[src/rtl/apb_crc_byte_feeder.sv]
// Word-to-byte feeder for the CRC engine: a small word FIFO followed by
// a shift-register serializer emitting one byte per clock.
module apb_crc_byte_feeder #(
    parameter int FIFO_DEPTH = 4,
    parameter bit MSB_FIRST  = 1'b1
) (
    input  logic                        clk,
    input  logic                        rstn,
    input  logic [31:0]                 word_data,
    input  logic [1:0]                  word_bytes,
    input  logic                        word_last,
    input  logic                        word_valid,
    output logic                        word_ready,
    input  logic                        abort,
    output logic [7:0]                  byte_data,
    output logic                        byte_valid,
    output logic                        msg_done,
    output logic                        busy,
    output logic [$clog2(FIFO_DEPTH):0] fifo_level
);

    localparam int AW = $clog2(FIFO_DEPTH);
    localparam int LW = AW + 1;
    localparam logic [LW-1:0] FULL = LW'(FIFO_DEPTH);

    typedef struct packed {
        logic [31:0] data;
        logic [1:0]  bytes;
        logic        last;
    } entry_t;

    typedef enum logic {IDLE, SHIFT} state_e;

    entry_t        mem_q [FIFO_DEPTH];
    logic [AW-1:0] wptr_q, rptr_q;
    logic [LW-1:0] level_q, level_d;
    state_e        state_q, state_d;
    logic [31:0]   sh_q, sh_d;
    logic [1:0]    cnt_q, cnt_d;
    logic          last_q, last_d;
    logic          done_q, done_d;
    logic          push, pop, fifo_empty;
    entry_t        head;

    assign fifo_empty = (level_q == '0);
    assign word_ready = (level_q != FULL) && !abort;
    assign push       = word_valid && word_ready;
    assign head       = mem_q[rptr_q];

    assign byte_data  = MSB_FIRST ? sh_q[31:24] : sh_q[7:0];
    assign byte_valid = (state_q == SHIFT);
    assign msg_done   = done_q;
    assign busy       = !fifo_empty || (state_q == SHIFT);
    assign fifo_level = level_q;

    // Storage is not reset; validity is tracked by the pointers and level.
    always_ff @(posedge clk) begin
        if (push) begin
            mem_q[wptr_q] <= {word_data, word_bytes, word_last};
        end
    end

    always_ff @(posedge clk or negedge rstn) begin
        if (!rstn) begin
            wptr_q  <= '0;
            rptr_q  <= '0;
            level_q <= '0;
        end else if (abort) begin
            wptr_q  <= '0;
            rptr_q  <= '0;
            level_q <= '0;
        end else begin
            if (push) wptr_q <= wptr_q + 1'b1;
            if (pop)  rptr_q <= rptr_q + 1'b1;
            level_q <= level_d;
        end
    end

    always_comb begin
        level_d = level_q + LW'(push) - LW'(pop);
    end

    always_comb begin
        state_d = state_q;
        sh_d    = sh_q;
        cnt_d   = cnt_q;
        last_d  = last_q;
        done_d  = 1'b0;
        pop     = 1'b0;
        if (!abort) begin
            unique case (state_q)
                IDLE: begin
                    if (!fifo_empty) begin
                        pop     = 1'b1;
                        state_d = SHIFT;
                        sh_d    = head.data;
                        cnt_d   = head.bytes;
                        last_d  = head.last;
                    end
                end
                SHIFT: begin
                    if (cnt_q == 2'd0) begin
                        done_d = last_q;
                        // Reload on the final byte keeps the stream gapless.
                        if (!fifo_empty) begin
                            pop    = 1'b1;
                            sh_d   = head.data;
                            cnt_d  = head.bytes;
                            last_d = head.last;
                        end else begin
                            state_d = IDLE;
                        end
                    end else begin
                        cnt_d = cnt_q - 2'd1;
                        sh_d  = MSB_FIRST ? {sh_q[23:0], 8'h00}
                                          : {8'h00, sh_q[31:8]};
                    end
                end
                default: state_d = IDLE;
            endcase
        end else begin
            state_d = IDLE;
        end
    end

    always_ff @(posedge clk or negedge rstn) begin
        if (!rstn) begin
            state_q <= IDLE;
            sh_q    <= '0;
            cnt_q   <= '0;
            last_q  <= 1'b0;
            done_q  <= 1'b0;
        end else begin
            state_q <= state_d;
            sh_q    <= sh_d;
            cnt_q   <= cnt_d;
            last_q  <= last_d;
            done_q  <= done_d;
        end
    end

endmodule

[config.mk]
export PLATFORM = sky130hd
export DESIGN_NAME = apb_crc_byte_feeder
export DESIGN_NICKNAME = d
export VERILOG_FILES = /design/src/rtl/apb_crc_byte_feeder.sv
export SDC_FILE = /design/constraint.sdc
export NUM_CORES = 1
export LEC_CHECK = 0
export ABC_AREA = 1
export BUFFER_PORTS_ARGS = -buffer_cell sky130_fd_sc_hd__buf_4
export CORE_MARGIN = 2
export CORE_UTILIZATION = 40
export DETAILED_ROUTE_END_ITERATION = 8
export PLACE_DENSITY = 0.61
export SETUP_SLACK_MARGIN = 0.3
export SLEW_MARGIN = 10
export SYNTH_ARGS = -nofsm -noshare
export SYNTH_HDL_FRONTEND = slang
export SYNTH_SLANG_ARGS = --single-unit
[constraint.sdc]
create_clock -name clk -period 2.7 [get_ports clk]
set_input_delay 0.405 -clock clk [delete_from_list [all_inputs] [get_ports clk]]
set_output_delay 0.405 -clock clk [all_outputs]
set_load 0.1 [all_outputs]
==> results of run 1 <==
-- power breakdown --
group          switching, W  leakage, nW  internal, W
Sequential         0.000289         1.78      0.00350
Clock               0.00103        0.288      0.00155
Combinational       0.00214         1.33     0.000811
-- cells in the final DEF (no fill, tap or decap), drive strengths merged --
| master | instances |
|---|---|
| clkinvlp | 3 |
| bufinv | 4 |
| dlygate4sd3 | 1 |
| clkinv | 3 |
| xnor2 | 1 |
| nor2 | 94 |
| o22ai | 8 |
| dfrtp | 44 |
| or2 | 12 |
| ha | 6 |
| a31oi | 1 |
| nor3 | 1 |
| edfxtp | 140 |
| fa | 1 |
| nand3 | 37 |
| clkbuf | 20 |
| inv | 26 |
| nand2 | 177 |
| buf | 63 |
| o21ai | 64 |
| xor2 | 2 |
| a21oi | 4 |
-- cell families after synthesis --
family | synth area share, %
AND/OR/NAND/NOR | 17.8
flip-flops | 70.7
AO/OA/AOI/OAI | 5.54
buffers and inverters | 4.35
adder cells (fa/ha/maj) | 1.27
XOR/XNOR | 0.350
-- critical path, delay by kind of cell (launching register included) --
kind,cells,cell delay [ns]
AND/OR/NAND/NOR,3,0.44
XOR/XNOR,1,0.17
flip-flops,1,0.48
buffers and inverters,3,0.23
adder cells (fa/ha/maj),3,0.80
-- layout make-up --
cell class                 count  share of cell area, %
tap                          234                   3.35
inverter                      24                   1.06
timing repair buffer          64                   5.95
multi-input combinational    408                   21.8
sequential                   184                   60.8
clock buffer                  20                   4.99
clock inverter                12                   1.99
-- sequential cells by signal, summed over array words and instances (netlist names), 2 cells and up --
| signal | cells |
|---|---|
| cnt_q | 2 |
| sh_q | 32 |
| wptr_q | 2 |
| fifo_level | 3 |
| mem_q | 140 |
| rptr_q | 2 |
-- Yosys cell counts --
master / number
inv_4: 1
a31oi_1: 1
a21oi_1: 4
xor2_1: 2
nand2_4: 4
nor3_1: 1
fa_1: 1
or2_1: 5
nand3_1: 37
inv_2: 3
o21ai_1: 22
buf_2: 21
xnor2_1: 1
or2_0: 2
clkbuf_1: 2
o22ai_1: 8
o21ai_0: 37
ha_1: 6
nor2_8: 1
or2_2: 5
nor2_1: 93
clkbuf_2: 1
buf_4: 11
inv_1: 20
o21ai_2: 5
dfrtp_1: 44
nand2_2: 1
edfxtp_1: 140
nand2_1: 172
buf_6: 3
-- stage by stage --
stage	std cells	cell area (sq um)	setup slack, ns	hold slack (ns)
6_report	946	8750	0.468	0.177
5_1_grt	946	8750	0.329	0.162
4_1_cts	946	8750	0.472	0.162
3_5_place_dp	913	8130	0.416	0.444
3_3_place_gp	913	8130	0.499	0.435
2_1_floorplan	654	7560	0.348	0.109
-- worst min path at each step --
| stage | from | endpoint | cells after the start |
|---|---|---|---|
| floorplan | rstn | cnt_q[0] | 0 |
| global placement | rstn | msg_done | 1 |
| detailed placement | rstn | msg_done | 1 |
| CTS | word_data[28] | mem_q[0][31] | 1 |
| global route | word_data[28] | mem_q[2][31] | 1 |
| finish | word_data[18] | mem_q[3][21] | 1 |
-- routing by layer --
metal  track usage (%)  part of all wire [%]  up-vias
li1                  -                     -     2286
met1              21.9                    45     2296
met2              28.5                    50       88
met3              3.87                   4.0       14
met4              4.00                  0.99        0
met5                 0                     0        -
-- timing repair --
item / CTS / global route
setup endpoints to repair: 0 / 0
hold buffers: 1 / 0
setup buffers: 0 / 0
hold endpoints to repair: 22 / 0
==> metrics.txt, run 1 <==
status finished, final reports clean; die extent in y 141 microns; CTS H-tree depth 4; Top Ports 54; Critical R2R Launch fifo_level[0]; vias in the first global route 4906; CTS resizes 0; area occupied by multi-input gates 0.00191 sq mm; clk_lat worst skew 0.43 ns; area growth from synthesis to layout 16.6%; Antenna Cells 0; pin count of the biggest net entering global routing between 40 and 50; crit-path cells inv_1 > nand3_1 > nand3_2 > ha_1 > inv_1 > ha_1 > inv_1 > fa_1 > xor2_1 > nor2_1; CTS sink cnt 184; CTS tree done; mean post-synth cell area 11.5 sq um; IO Port Bufs 53; Seq/Total Area, Yosys just over 70%; gpl congestion 0.738; reg-to-reg slack, setup 0.47 ns; Arrival @ worst endpoint between 2 and 3 ns; Slew HR 52.5%; Slew Limit Fails 0; CP Class reg2reg; Top cell by count, worst path inv_1; initial antenna violation count 0; CTS Buffer Depth 2; worst stage delay on the critical path approximately 0.48 ns; Worst Path Required 3.01 ns; Syn Inst Count 654; CP endpoint fifo_level[2]; root buffer cell clkbuf_16; detailed-route DRC error count 0; Starting Density between 40% and 50%; Power Density between 1000 and 1500 mW/mm^2; reg2reg end fifo_level[2]; fillers about 1700; Worst R2R Path Depth 10; Leak Pwr roughly 3.4 nW; Synth area leader edfxtp_1; DR pass1 iterations 4; gr usage total 16.7%; Storage cell area 0.00532 sq mm; Hold Crit Class in2reg; crit path launch type flip-flop; DRT iter0 DRCs 305; row count 50; Setup Skew 0.0110 ns; min Tclk post-route about 2.2 ns; Worst-path clk slew 0.06 ns; final wirelength 15.4 mm; slowest CP cell dfrtp_4; drt via density around 5.0; CTS Buf Count 17; first-pass GRT wire length about 26 mm; Ys Warns 0; core area roughly 0.019 sq mm; Post-DP HPWL between 9 and 10 mm; Mapped Area 0.00750 sq mm; Final Util between 40% and 50%; nets 745; total chip power 0.00932 W; max-cap violation count 0; GRT overflow 0; share of layout cells above drive strength 1 about 17%; fraction of post-synthesis cell area in the top cell type by area about 56%; Detail Route Antenna Nets 0; crit-path max FO 8; via count 4684; Setup crit start fifo_level[0]; Yosys reg bits between 150 and 200; Fin. Hold Viols 0; unrepaired setup endpoints after global routing false; crit end category flip-flop; Die ar. 0.0199 sq mm; routed len/inst 16.3 microns; Netlist cell types 30; syn_nets 700; Max VDD drop 0.000707 V; top post-synthesis cells by area edfxtp_1, dfrtp_1, nand2_1; worst slew pin tran 0.711 ns; Final setup viols 0; sum of negative setup slack 0 ns; Tcrit/Tclk final about 83%; Peak Freq 448 MHz; die width 141 microns
Note: power is estimated with default switching activity, not from simulation.
==> run 2: changes to the inputs <==
--- a/config.mk
+++ b/config.mk
@@ -5,12 +5,12 @@
 export SDC_FILE = /design/constraint.sdc
 export NUM_CORES = 1
 export LEC_CHECK = 0
-export ABC_AREA = 1
+export ABC_AREA = 0
 export BUFFER_PORTS_ARGS = -buffer_cell sky130_fd_sc_hd__buf_4
 export CORE_MARGIN = 2
 export CORE_UTILIZATION = 40
 export DETAILED_ROUTE_END_ITERATION = 8
-export PLACE_DENSITY = 0.61
+export PLACE_DENSITY = 0.59
 export SETUP_SLACK_MARGIN = 0.3
 export SLEW_MARGIN = 10
 export SYNTH_ARGS = -nofsm -noshare
==> constraint.sdc (replaced) <==
create_clock -name clk -period 2.32 [get_ports clk]
set_input_delay 0.348 -clock clk [delete_from_list [all_inputs] [get_ports clk]]
set_output_delay 0.348 -clock clk [all_outputs]
set_load 0.1 [all_outputs]
==> metrics.txt, run 2 <==
status finished, final reports clean (unchanged); Top cell by count, worst path inv_1 (unchanged); Ys Warns 0 (unchanged); crit end category flip-flop (unchanged); Fin. Hold Viols 0 (unchanged); CTS tree done (unchanged); Peak Freq 458 MHz (was 448 MHz); Compound-Gate Fraction of Synth Area 6.09% (was 5.54%); cell family with most CP delay adder cells (unchanged); Post-synth top flop edfxtp_1 (unchanged); core area 0.0178 sq mm (was 0.0186 sq mm); final instance area 0.00870 sq mm (was 0.00875 sq mm); die width 138 microns (was 141 microns); Slew HR 60.1% (was 52.5%); CTS Buf Count 17 (unchanged); Final setup viols 0 (unchanged); final wirelength 14.3 mm (was 15.4 mm); area growth from synthesis to layout 20.4% (was 16.6%); Max VDD drop 0.00108 V (was 0.000707 V); crit-path max FO 4 (was 8); crit-path cells nor2_2 > a211oi_2 > inv_1 > ha_1 > inv_1 > ha_1 > inv_1 > fa_2 > xor2_1 > and2_1 > nor3_1 (was inv_1 > nand3_1 > nand3_2 > ha_1 > inv_1 > ha_1 > inv_1 > fa_1 > xor2_1 > nor2_1); unrepaired setup endpoints after global routing true (was false); Post-synth EDFFs 140 (unchanged); max FFs per register 140 (unchanged); Die ar. 0.0192 sq mm (was 0.0199 sq mm); vias in the first global route 3962 (was 4906); CP Class reg2reg (unchanged); Top Ports 54 (unchanged); top post-synthesis cells by area edfxtp_1, dfrtp_1, mux4_2 (was edfxtp_1, dfrtp_1, nand2_1); min Tclk post-route 2.18 ns (was 2.23 ns); Slew Limit Fails 0 (unchanged); worst slew pin tran 0.599 ns (was 0.711 ns); Worst Path Required 2.66 ns (was 3.01 ns); placed cells 639 (was 913); mux share of post-synthesis cell area 11.4% (was 0%); clk_lat worst skew 0.43 ns (about the same); CTS Buffer Depth 2 (unchanged); drt via density 5.44 (was 4.95); Syn Inst Count 368 (was 654); die extent in y 138 microns (was 141 microns); most common cell after layout, fill and taps aside edfxtp_1 (was nand2_1); Synth Area in XOR/XNOR 0.121% (was 0.350%); gr usage total 15.9% (was 16.7%); commonest cells in the netlist edfxtp_1, dfrtp_1, mux4_2 (was nand2_1, edfxtp_1, nor2_1); Post-DP Area 0.00796 sq mm (was 0.00813 sq mm); routed len/inst 20.9 microns (was 16.3 microns); Setup Skew 0.00830 ns (was 0.0110 ns); simple-gate share of the synthesized area 4.64% (was 17.8%); CTS sink cnt 184 (unchanged); GRT overflow 0 (unchanged); Antenna Cells 0 (unchanged); Netlist cell types 41 (was 30); post-synthesis adder-cell area fraction 1.32% (was 1.27%); most common cell in the netlist edfxtp_1 (was nand2_1); root buffer cell clkbuf_16 (unchanged); non-filler cells, final 687 (was 946); crit path launch type flip-flop (unchanged); Worst-path clk slew 0.07 ns (was 0.06 ns); syn_nets 414 (was 700); area occupied by multi-input gates 0.00175 sq mm (was 0.00191 sq mm); pin count of the biggest net entering global routing 45 (unchanged); Post-DP HPWL 8.82 mm (was 9.18 mm); first-pass GRT wire length 22.8 mm (was 25.5 mm); Seq/Total Area, Yosys 73.4% (was 70.7%); fillers 1472 (was 1656); commonest non-fill, non-tap cells in the layout edfxtp_1, buf_4, dfrtp_1, mux4_2, or4_1 (was nand2_1, edfxtp_1, nor2_1, buf_4, dfrtp_1); IO Port Bufs 53 (unchanged); CP Buf/Inv Count 3 (unchanged); Async S/R FF share, synth 23.9% (unchanged); Largest Register mem_q (unchanged); row count 49 (was 50); Starting Density 40.5% (was 40.4%); gpl congestion 0.745 (was 0.738); worst stage delay on the critical path 0.45 ns (was 0.48 ns); nets 491 (was 745); Arrival @ worst endpoint 2.52 ns (was 2.54 ns); DR pass1 iterations 4 (unchanged); Detail Route Antenna Nets 0 (unchanged); CTS H-tree depth 4 (unchanged); Synth area leader edfxtp_1 (unchanged); fraction of post-synthesis cell area in the top cell type by area 58.2% (was 56.1%); Mapped Area 0.00723 sq mm (was 0.00750 sq mm); max-cap violation count 0 (unchanged); Yosys reg bits 184 (unchanged); Tcrit/Tclk final 94.1% (was 82.7%); initial antenna violation count 0 (unchanged); main combinational cell family by area after synthesis multiplexers (was simple AND/OR/NAND/NOR gates); Power Density 1290 mW/mm^2 (was 1070 mW/mm^2); Storage cell area 0.00532 sq mm (unchanged); Leak Pwr 3.06 nW (was 3.40 nW); mean post-synth cell area 19.6 sq um (was 11.5 sq um); share of layout cells above drive strength 1 42.8% (was 17.1%); Hold Crit Class in2reg (unchanged); detailed-route DRC error count 0 (unchanged); slowest CP cell dfrtp_4 (unchanged); via count 3737 (was 4684); DRT iter0 DRCs 281 (was 305)
==> run 2: cell count changes after synthesis, sizes merged, moves of 25 or more <==
cell   previous run  this run
nor2             94         6
nand3            37         2
mux4              0        35
or4               0        25
nand2           177         4
o21ai            64         2
==> run 2: worst reg2reg max path: cells and delay by family, from the launching register on <==
family	cells	cell delay, ns
fa+ha+maj	3	0.75
flops	1	0.45
simple gates	3	0.35
compound gates	1	0.22
buf+inv	3	0.18
xor+xnor	1	0.16
==> run 2: metrics by stage <==
stage	total power (W)	setup slack [ns]	hold slack, ns	utilization (%)	setup TNS, ns
final	0.0112	0.137	0.121	48.8	0
after global routing	0.0118	0.00996	0.105	48.8	0
after CTS	0.0113	0.135	0.103	48.7	0
after detailed placement	0.00818	0.0407	0.391	44.6	0
after global placement	0.00812	0.130	0.385	44.6	0
after floorplan	0.00727	-0.265	0.0524	-	-0.358
==> run 2: where the power goes <==
group	total (W)	internal, W	switching [W]
registers	0.00443	0.00411	0.000321
clock network	0.00264	0.00146	0.00118
logic	0.00415	0.00183	0.00232
total	0.0112	0.00739	0.00382
==> run 2: routing by layer <==
layer | GRT usage, % | share of wire, % | wire [microns] | vias to the layer above
met5 | 0 | 0 | 0 | -
met4 | 5.59 | 1.5 | 221 | 0
met3 | 3.91 | 4.2 | 605 | 15
met2 | 25.9 | 50 | 7160 | 87
met1 | 21.0 | 44 | 6350 | 1967
li1 | - | - | - | 1668
==> run 2: worst paths after layout <==
| kind | startpoint | to | slack [ns] | cells past startpoint |
|---|---|---|---|---|
| max | fifo_level[1] | fifo_level[2] | 0.14 | 11 |
| min | word_data[1] | mem_q[2][4] | 0.12 | 1 |
| max reg2reg | fifo_level[1] | fifo_level[2] | 0.14 | 11 |
| min reg2reg | sh_q[0] | sh_q[0] | 0.53 | 1 |
| max in group asynchronous | rstn | rptr_q[0] | 1.40 | 2 |
| min in group asynchronous | rstn | last_q | 0.47 | 2 |
==> run 2: cell type report <==
type                    count  area share [%]
flip-flops and latches    184            61.1
multi-input cells         144            20.1
repair buffers             88            8.81
clock buffers              22            5.45
well taps                 229            3.29
clock inverters            10           0.791
inverters                  10           0.431
==> run 2: cell families after synthesis <==
group,count (synthesis)
DFF,184
and+or+nand+nor,52
AOI/OAI and AO/OA,46
buffers and inverters,40
muxes,38
adders and majority gates,7
xor gates and xnor gates,1
==> run 2: timing repair <==
| action | in CTS | in global routing |
|---|---|---|
| hold buffers | 1 | 0 |
| buffers inserted | 12 | 2 |
| endpoints found under the setup margin | 19 | 3 |
| endpoints found under the hold margin | 44 | 0 |
| gates cloned | 1 | 0 |
| pin swaps | 2 | 1 |
| gates resized for setup | 10 | 0 |
